===== src/rtl/rnd_pkg.sv =====
// Shared rounding-mode encodings and decode helper for the round/saturate pipeline.
package rnd_pkg;

    typedef enum logic [1:0] {
        RND_TRUNC    = 2'b00,
        RND_HALFUP   = 2'b01,
        RND_HALFEVEN = 2'b10,
        RND_RSVD     = 2'b11
    } rnd_mode_t;

    // The reserved encoding behaves as plain truncation.
    function automatic rnd_mode_t rnd_decode(input logic [1:0] raw);
        rnd_mode_t mode;
        case (raw)
            2'b01:   mode = RND_HALFUP;
            2'b10:   mode = RND_HALFEVEN;
            default: mode = RND_TRUNC;
        endcase
        return mode;
    endfunction

endpackage


===== src/rtl/round_sat_lane.sv =====
// One lane of the round/saturate datapath: S1 adds the rounding bias, S2 shifts and clips.
// Valid/ready control lives in the top; this lane only sees the two stage load enables.
module round_sat_lane
    import rnd_pkg::*;
#(
    parameter int IN_W  = 16,
    parameter int OUT_W = 8,
    parameter int SHIFT = 8,
    parameter int SYM   = 0
) (
    input  logic             clk,
    input  logic             rst_n,
    input  logic             s1_en_i,
    input  logic             s2_en_i,
    input  logic [IN_W-1:0]  x_i,
    input  logic [1:0]       mode_i,
    output logic [OUT_W-1:0] data_o,
    output logic             sat_o
);

    localparam int SW = IN_W + 1;
    localparam logic [SW-1:0] HALF_V = (SW'(1) << SHIFT) >> 1;
    // Clip limits expressed at the full internal width so one signed compare covers
    // the case where the shifted value already fits in OUT_W and can never clip.
    localparam logic signed [SW-1:0] MAX_V = {{(SW-OUT_W+1){1'b0}}, {(OUT_W-1){1'b1}}};
    localparam logic signed [SW-1:0] MIN_V = (SYM != 0) ? (~MAX_V + SW'(1)) : ~MAX_V;

    logic [SW-1:0]        bias_s;
    logic signed [SW-1:0] x_ext_s;
    logic signed [SW-1:0] sum_d;
    logic signed [SW-1:0] sum_q;
    logic signed [SW-1:0] shifted_s;
    logic [OUT_W-1:0]     data_d;
    logic [OUT_W-1:0]     data_q;
    logic                 sat_d;
    logic                 sat_q;

    assign x_ext_s = {x_i[IN_W-1], x_i};

    // Rounding bias selection; half-even folds in the bit that becomes the result LSB.
    always_comb begin
        bias_s = '0;
        case (rnd_decode(mode_i))
            RND_HALFUP: bias_s = HALF_V;
            RND_HALFEVEN: begin
                if (SHIFT == 0) begin
                    bias_s = '0;
                end else begin
                    bias_s = HALF_V - SW'(1) + {{(SW-1){1'b0}}, x_i[SHIFT]};
                end
            end
            default: bias_s = '0;
        endcase
    end

    assign sum_d     = x_ext_s + $signed(bias_s);
    assign shifted_s = sum_q >>> SHIFT;

    // Saturating narrow of the shifted sum.
    always_comb begin
        data_d = shifted_s[OUT_W-1:0];
        sat_d  = 1'b0;
        if (shifted_s > MAX_V) begin
            data_d = MAX_V[OUT_W-1:0];
            sat_d  = 1'b1;
        end else if (shifted_s < MIN_V) begin
            data_d = MIN_V[OUT_W-1:0];
            sat_d  = 1'b1;
        end else begin
            data_d = shifted_s[OUT_W-1:0];
            sat_d  = 1'b0;
        end
    end

    // S1 register: biased sum.
    always_ff @(posedge clk or negedge rst_n) begin
        if (!rst_n) begin
            sum_q <= '0;
        end else if (s1_en_i) begin
            sum_q <= sum_d;
        end
    end

    // S2 register: clipped result and its clip flag.
    always_ff @(posedge clk or negedge rst_n) begin
        if (!rst_n) begin
            data_q <= '0;
            sat_q  <= 1'b0;
        end else if (s2_en_i) begin
            data_q <= data_d;
            sat_q  <= sat_d;
        end
    end

    assign data_o = data_q;
    assign sat_o  = sat_q;

endmodule


===== src/rtl/round_sat_pipe.sv =====
// Two-stage multi-lane round-and-saturate pipeline with valid/ready flow control
// and a sticky overflow flag.
module round_sat_pipe
    import rnd_pkg::*;
#(
    parameter int IN_W  = 16,
    parameter int OUT_W = 8,
    parameter int SHIFT = 8,
    parameter int LANES = 2,
    parameter int SYM   = 0
) (
    input  logic                   clk,
    input  logic                   rst_n,
    input  logic                   s_valid,
    output logic                   s_ready,
    input  logic [LANES*IN_W-1:0]  s_data,
    input  logic [1:0]             s_mode,
    output logic                   m_valid,
    input  logic                   m_ready,
    output logic [LANES*OUT_W-1:0] m_data,
    output logic [LANES-1:0]       m_sat,
    input  logic                   ovf_clr,
    output logic                   ovf_sticky
);

    logic s1_valid_q;
    logic s1_valid_d;
    logic s2_valid_q;
    logic s2_valid_d;
    logic s2_adv_s;
    logic s1_load_s;
    logic s2_load_s;
    logic out_hs_s;
    logic ovf_q;
    logic ovf_d;

    assign s2_adv_s  = !s2_valid_q || m_ready;
    assign s_ready   = !s1_valid_q || s2_adv_s;
    assign s1_load_s = s_valid && s_ready;
    // S2 only captures real beats so a drained output keeps its last flags.
    assign s2_load_s = s2_adv_s && s1_valid_q;
    assign out_hs_s  = s2_valid_q && m_ready;

    // Stage occupancy and sticky overflow next-state; a set event beats a clear.
    always_comb begin
        s1_valid_d = s1_valid_q;
        s2_valid_d = s2_valid_q;
        ovf_d      = ovf_q;
        if (s_ready) begin
            s1_valid_d = s_valid;
        end else begin
            s1_valid_d = s1_valid_q;
        end
        if (s2_adv_s) begin
            s2_valid_d = s1_valid_q;
        end else begin
            s2_valid_d = s2_valid_q;
        end
        if (out_hs_s && (|m_sat)) begin
            ovf_d = 1'b1;
        end else if (ovf_clr) begin
            ovf_d = 1'b0;
        end else begin
            ovf_d = ovf_q;
        end
    end

    // Control state registers.
    always_ff @(posedge clk or negedge rst_n) begin
        if (!rst_n) begin
            s1_valid_q <= 1'b0;
            s2_valid_q <= 1'b0;
            ovf_q      <= 1'b0;
        end else begin
            s1_valid_q <= s1_valid_d;
            s2_valid_q <= s2_valid_d;
            ovf_q      <= ovf_d;
        end
    end

    assign m_valid    = s2_valid_q;
    assign ovf_sticky = ovf_q;

    for (genvar k = 0; k < LANES; k++) begin : g_lane
        round_sat_lane #(
            .IN_W  (IN_W),
            .OUT_W (OUT_W),
            .SHIFT (SHIFT),
            .SYM   (SYM)
        ) u_lane (
            .clk     (clk),
            .rst_n   (rst_n),
            .s1_en_i (s1_load_s),
            .s2_en_i (s2_load_s),
            .x_i     (s_data[k*IN_W +: IN_W]),
            .mode_i  (s_mode),
            .data_o  (m_data[k*OUT_W +: OUT_W]),
            .sat_o   (m_sat[k])
        );
    end

endmodule


===== config.mk =====
export PLATFORM = sky130hd
export DESIGN_NAME = round_sat_pipe
export DESIGN_NICKNAME = d
export VERILOG_FILES = /design/src/rtl/rnd_pkg.sv /design/src/rtl/round_sat_lane.sv /design/src/rtl/round_sat_pipe.sv
export SDC_FILE = /design/constraint.sdc
export NUM_CORES = 1
export LEC_CHECK = 0
export ABC_AREA = 1
export BUFFER_PORTS_ARGS = -buffer_cell sky130_fd_sc_hd__clkbuf_2
export CORE_UTILIZATION = 51
export DETAILED_ROUTE_END_ITERATION = 16
export PLACE_DENSITY_LB_ADDON = 0.1
export SLEW_MARGIN = 10
export SYNTH_ARGS = -nofsm -noshare
export SYNTH_HDL_FRONTEND = slang
export SYNTH_HIERARCHICAL = 1
export SYNTH_SLANG_ARGS = --single-unit

===== constraint.sdc =====
create_clock -name clk -period 2.09 [get_ports clk]
set_input_delay 0.418 -clock clk [delete_from_list [all_inputs] [get_ports clk]]
set_output_delay 0.418 -clock clk [all_outputs]
set_load 0.005 [all_outputs]

==> out/results.ini <==
[run_status]
status = finished, final reports clean

[worst_setup_path]
worstPathArrival_ps = 1880
end_kind = flop
worstPathMaxFanout = 11
cp-start-kind = flop
worstSetupPathType = reg2reg
worstPathRequired_ps = 2270

[power_and_ir_drop]
power_density_mw_per_mm2 = 769
peakVddDrop_uv = 324
p_sw_mw = 0.567
seqPwrFrac = 0.520
p_leak_nw = 1.36
p_sw_frac = 0.297
power_frac_comb = 0.234
intPower_mw = 1.34
clkPwrFrac = 0.246

[yosys]
synth_top_cell_by_area = dfrtp_1
synth_top_family_by_area = simple AND/OR/NAND/NOR gates
muxShareOfSynthArea = 0
synth_cells = 258
ys_warn_count = 6
synth.distinct_cells = 23
synthSimpleGateAreaFrac = 0.323
synth_ff_type = dfrtp_1
synth_most_common_cell = nand2_1
syn-num-nets = 303
yosysSeqAreaShare = 0.477
netlist_area_mm2 = 0.00204
synth_compound_area_frac = 0.0832
synthXorXnorAreaFrac = 0.00857
synthAdderAreaFrac = 0.0367
ys_async_sr_fraction = 1.00
avgSynthCellArea_um2 = 7.92
ys_top_cells_by_count = nand2_1, dfrtp_1, nand3_1
synth_top_cell_area_share = 0.477
synthTopCellsByArea = dfrtp_1, nand2_1, nand3_1
ys_seq_elements = 39
synth_edf_count = 0

[grt]
grt_pass1_vias = 1620
gr-usage-all-layers = 0.214
antenna_found_initial = 0
gr-total-overflow = 0
grt_start_max_net_pins = 40
grt_pass1_wl_um = 7070

[clock_tree]
cts_tree = yes
cts.repair.resized = 0
clock-sinks = 39
cts_buffer_depth = 2
cts_root_buf = clkbuf_8
clk_latency_ps = 280
cts_setup_buffers = 0
ctsHoldBuffers = 0
h-tree-depth = 2
path_clk_slew_ps = 70
numCtsBuffers = 5

[place]
dp_slack_ps = 179
hpwl_um = 3040
placed_cells = 366
placed_area_mm2 = 0.00240
gp_congestion = 0.793
portBuffers = 59

[timing]
rsz0062_at_grt = false
finalSetupViolations = 0
period_needed_ps = 1700
fmax_mhz = 590
slew-limit-headroom = 0.688
final-hold-violation-count = 0
fin_worst_skew_ps = 7.44
max_slew.worst_pin.slew_ps = 468
maxSlewViolCount = 0
fin_setup_tns_ps = 0
fin_crit_sh = 0.811
worst_slack_ps = 395

[finish]
final_area_mm2 = 0.00248
final_util = 0.663
nNetsFinal = 370
drive_above_1_share = 0.236
synthToLayoutAreaGrowth_pct = 21.4
final_cells = 374
n_fill_cell = 346
diodes = 0

[detailed_routing]
drcViolationCount = 0
wl_per_cell_um = 10.5
num_vias = 1818
drt-initial-drc-count = 120
avgViaCountPerCell = 4.86
routed_wirelength_um = 3930
ant_nets = 0
drt_first_pass_iters = 4

[job]
drv_cap = 0

[floorplanning]
fp.dieW_um = 65.3
ios = 60
start_util = 0.546
core_area_mm2 = 0.00374
dieHeight_um = 65.3
dieArea_mm2 = 0.00427
rows = 22

[worst_hold_path]
hp-class = in2async

## power by group through the flow
| stage | combinational [mW] | clock, mW | sequential (mW) |
|---|---|---|---|
| after global placement | 0.444 | 0 | 1.00 |
| after global routing | 0.523 | 0.516 | 1.01 |
| after floorplan | 0.239 | 0 | 0.999 |
| after CTS | 0.453 | 0.480 | 0.992 |
| final | 0.447 | 0.469 | 0.992 |
| after detailed placement | 0.451 | 0 | 1.00 |
## per-layer routing
layer / global-route usage / wire (um) / share of wire
met5: 0 / 0 / 0
met4: 0.0652 / 56 / 0.014
met3: 0.0434 / 168 / 0.043
met2: 0.321 / 1680 / 0.43
met1: 0.311 / 2030 / 0.52
## cell type report
cell class	count	area (um^2)	area share
sequential	39	976	0.393
multi-input combinational	184	922	0.372
timing repair buffer	62	318	0.128
inverter	33	124	0.0499
clock buffer	7	76.3	0.0308
tap	48	60.1	0.0242
clock inverter	1	5.00	0.00202
## logic make-up (layout without fill, tap and decap cells)
kind of cell             Yosys count  in the layout
adder cells (fa/ha/maj)            6              6
AND/OR/NAND/NOR                  146            146
AO/OA/AOI/OAI                     30             30
XOR/XNOR                           2              2
flip-flops                        39             39
buffers and inverters             35            103
## worst max-delay path: stages, from the launching register on
cell	delay (ps)
dfrtp_1	430
nand3_2	120
nand2_1	70
inv_1	300
clkinv_1	350
o31ai_1	320
## through the flow
| step | power, mW | hold slack, ps |
|---|---|---|
| 6_report | 1.91 | 166 |
| 2_1_floorplan | 1.24 | 122 |
| 3_3_place_gp | 1.44 | 467 |
| 4_1_cts | 1.93 | 187 |
| 3_5_place_dp | 1.46 | 471 |
| 5_1_grt | 2.05 | 211 |
## cell usage in the layout, fill, tap and decap left out
master	count
a21oi_1	11
a31oi_1	4
buf_4	3
clkbuf_1	2
clkbuf_2	59
clkbuf_8	5
clkinv_1	2
clkinv_2	1
dfrtp_1	39
ha_1	6
inv_1	29
inv_2	2
nand2_1	78
nand3_1	30
nand3_2	1
nand3_4	2
nand3b_1	2
nand4_1	2
nor2_1	25
nor2_2	2
nor2_4	2
nor3b_1	2
o21ai_0	6
o21ai_1	3
o21bai_1	2
o31ai_1	4
xnor2_1	2
## flip-flops by register name, indices dropped and copies added, names as in the netlist
register and cells:
g_lane.u_lane/sum_q 18, g_lane.u_lane/data_o 16, g_lane.u_lane/sat_o 2, m_valid 1, ovf_sticky 1, s1_valid_q 1
## final timing paths
kind                                               to  slack [ps]  cells after the start                        from
max                         g_lane[1].u_lane/sum_q[9]         390                      5                     m_valid
min                        g_lane[1].u_lane/data_o[4]         170                      2                       rst_n
max reg2reg                 g_lane[1].u_lane/sum_q[9]         390                      5                     m_valid
max in group asynchronous  g_lane[1].u_lane/sum_q[15]        1590                      2                       rst_n
min in group clk                           s1_valid_q         340                      3                     s_valid
min reg2reg                g_lane[1].u_lane/data_o[4]         480                      2  g_lane[1].u_lane/sum_q[12]
Note: power is estimated with default switching activity, not from simulation.
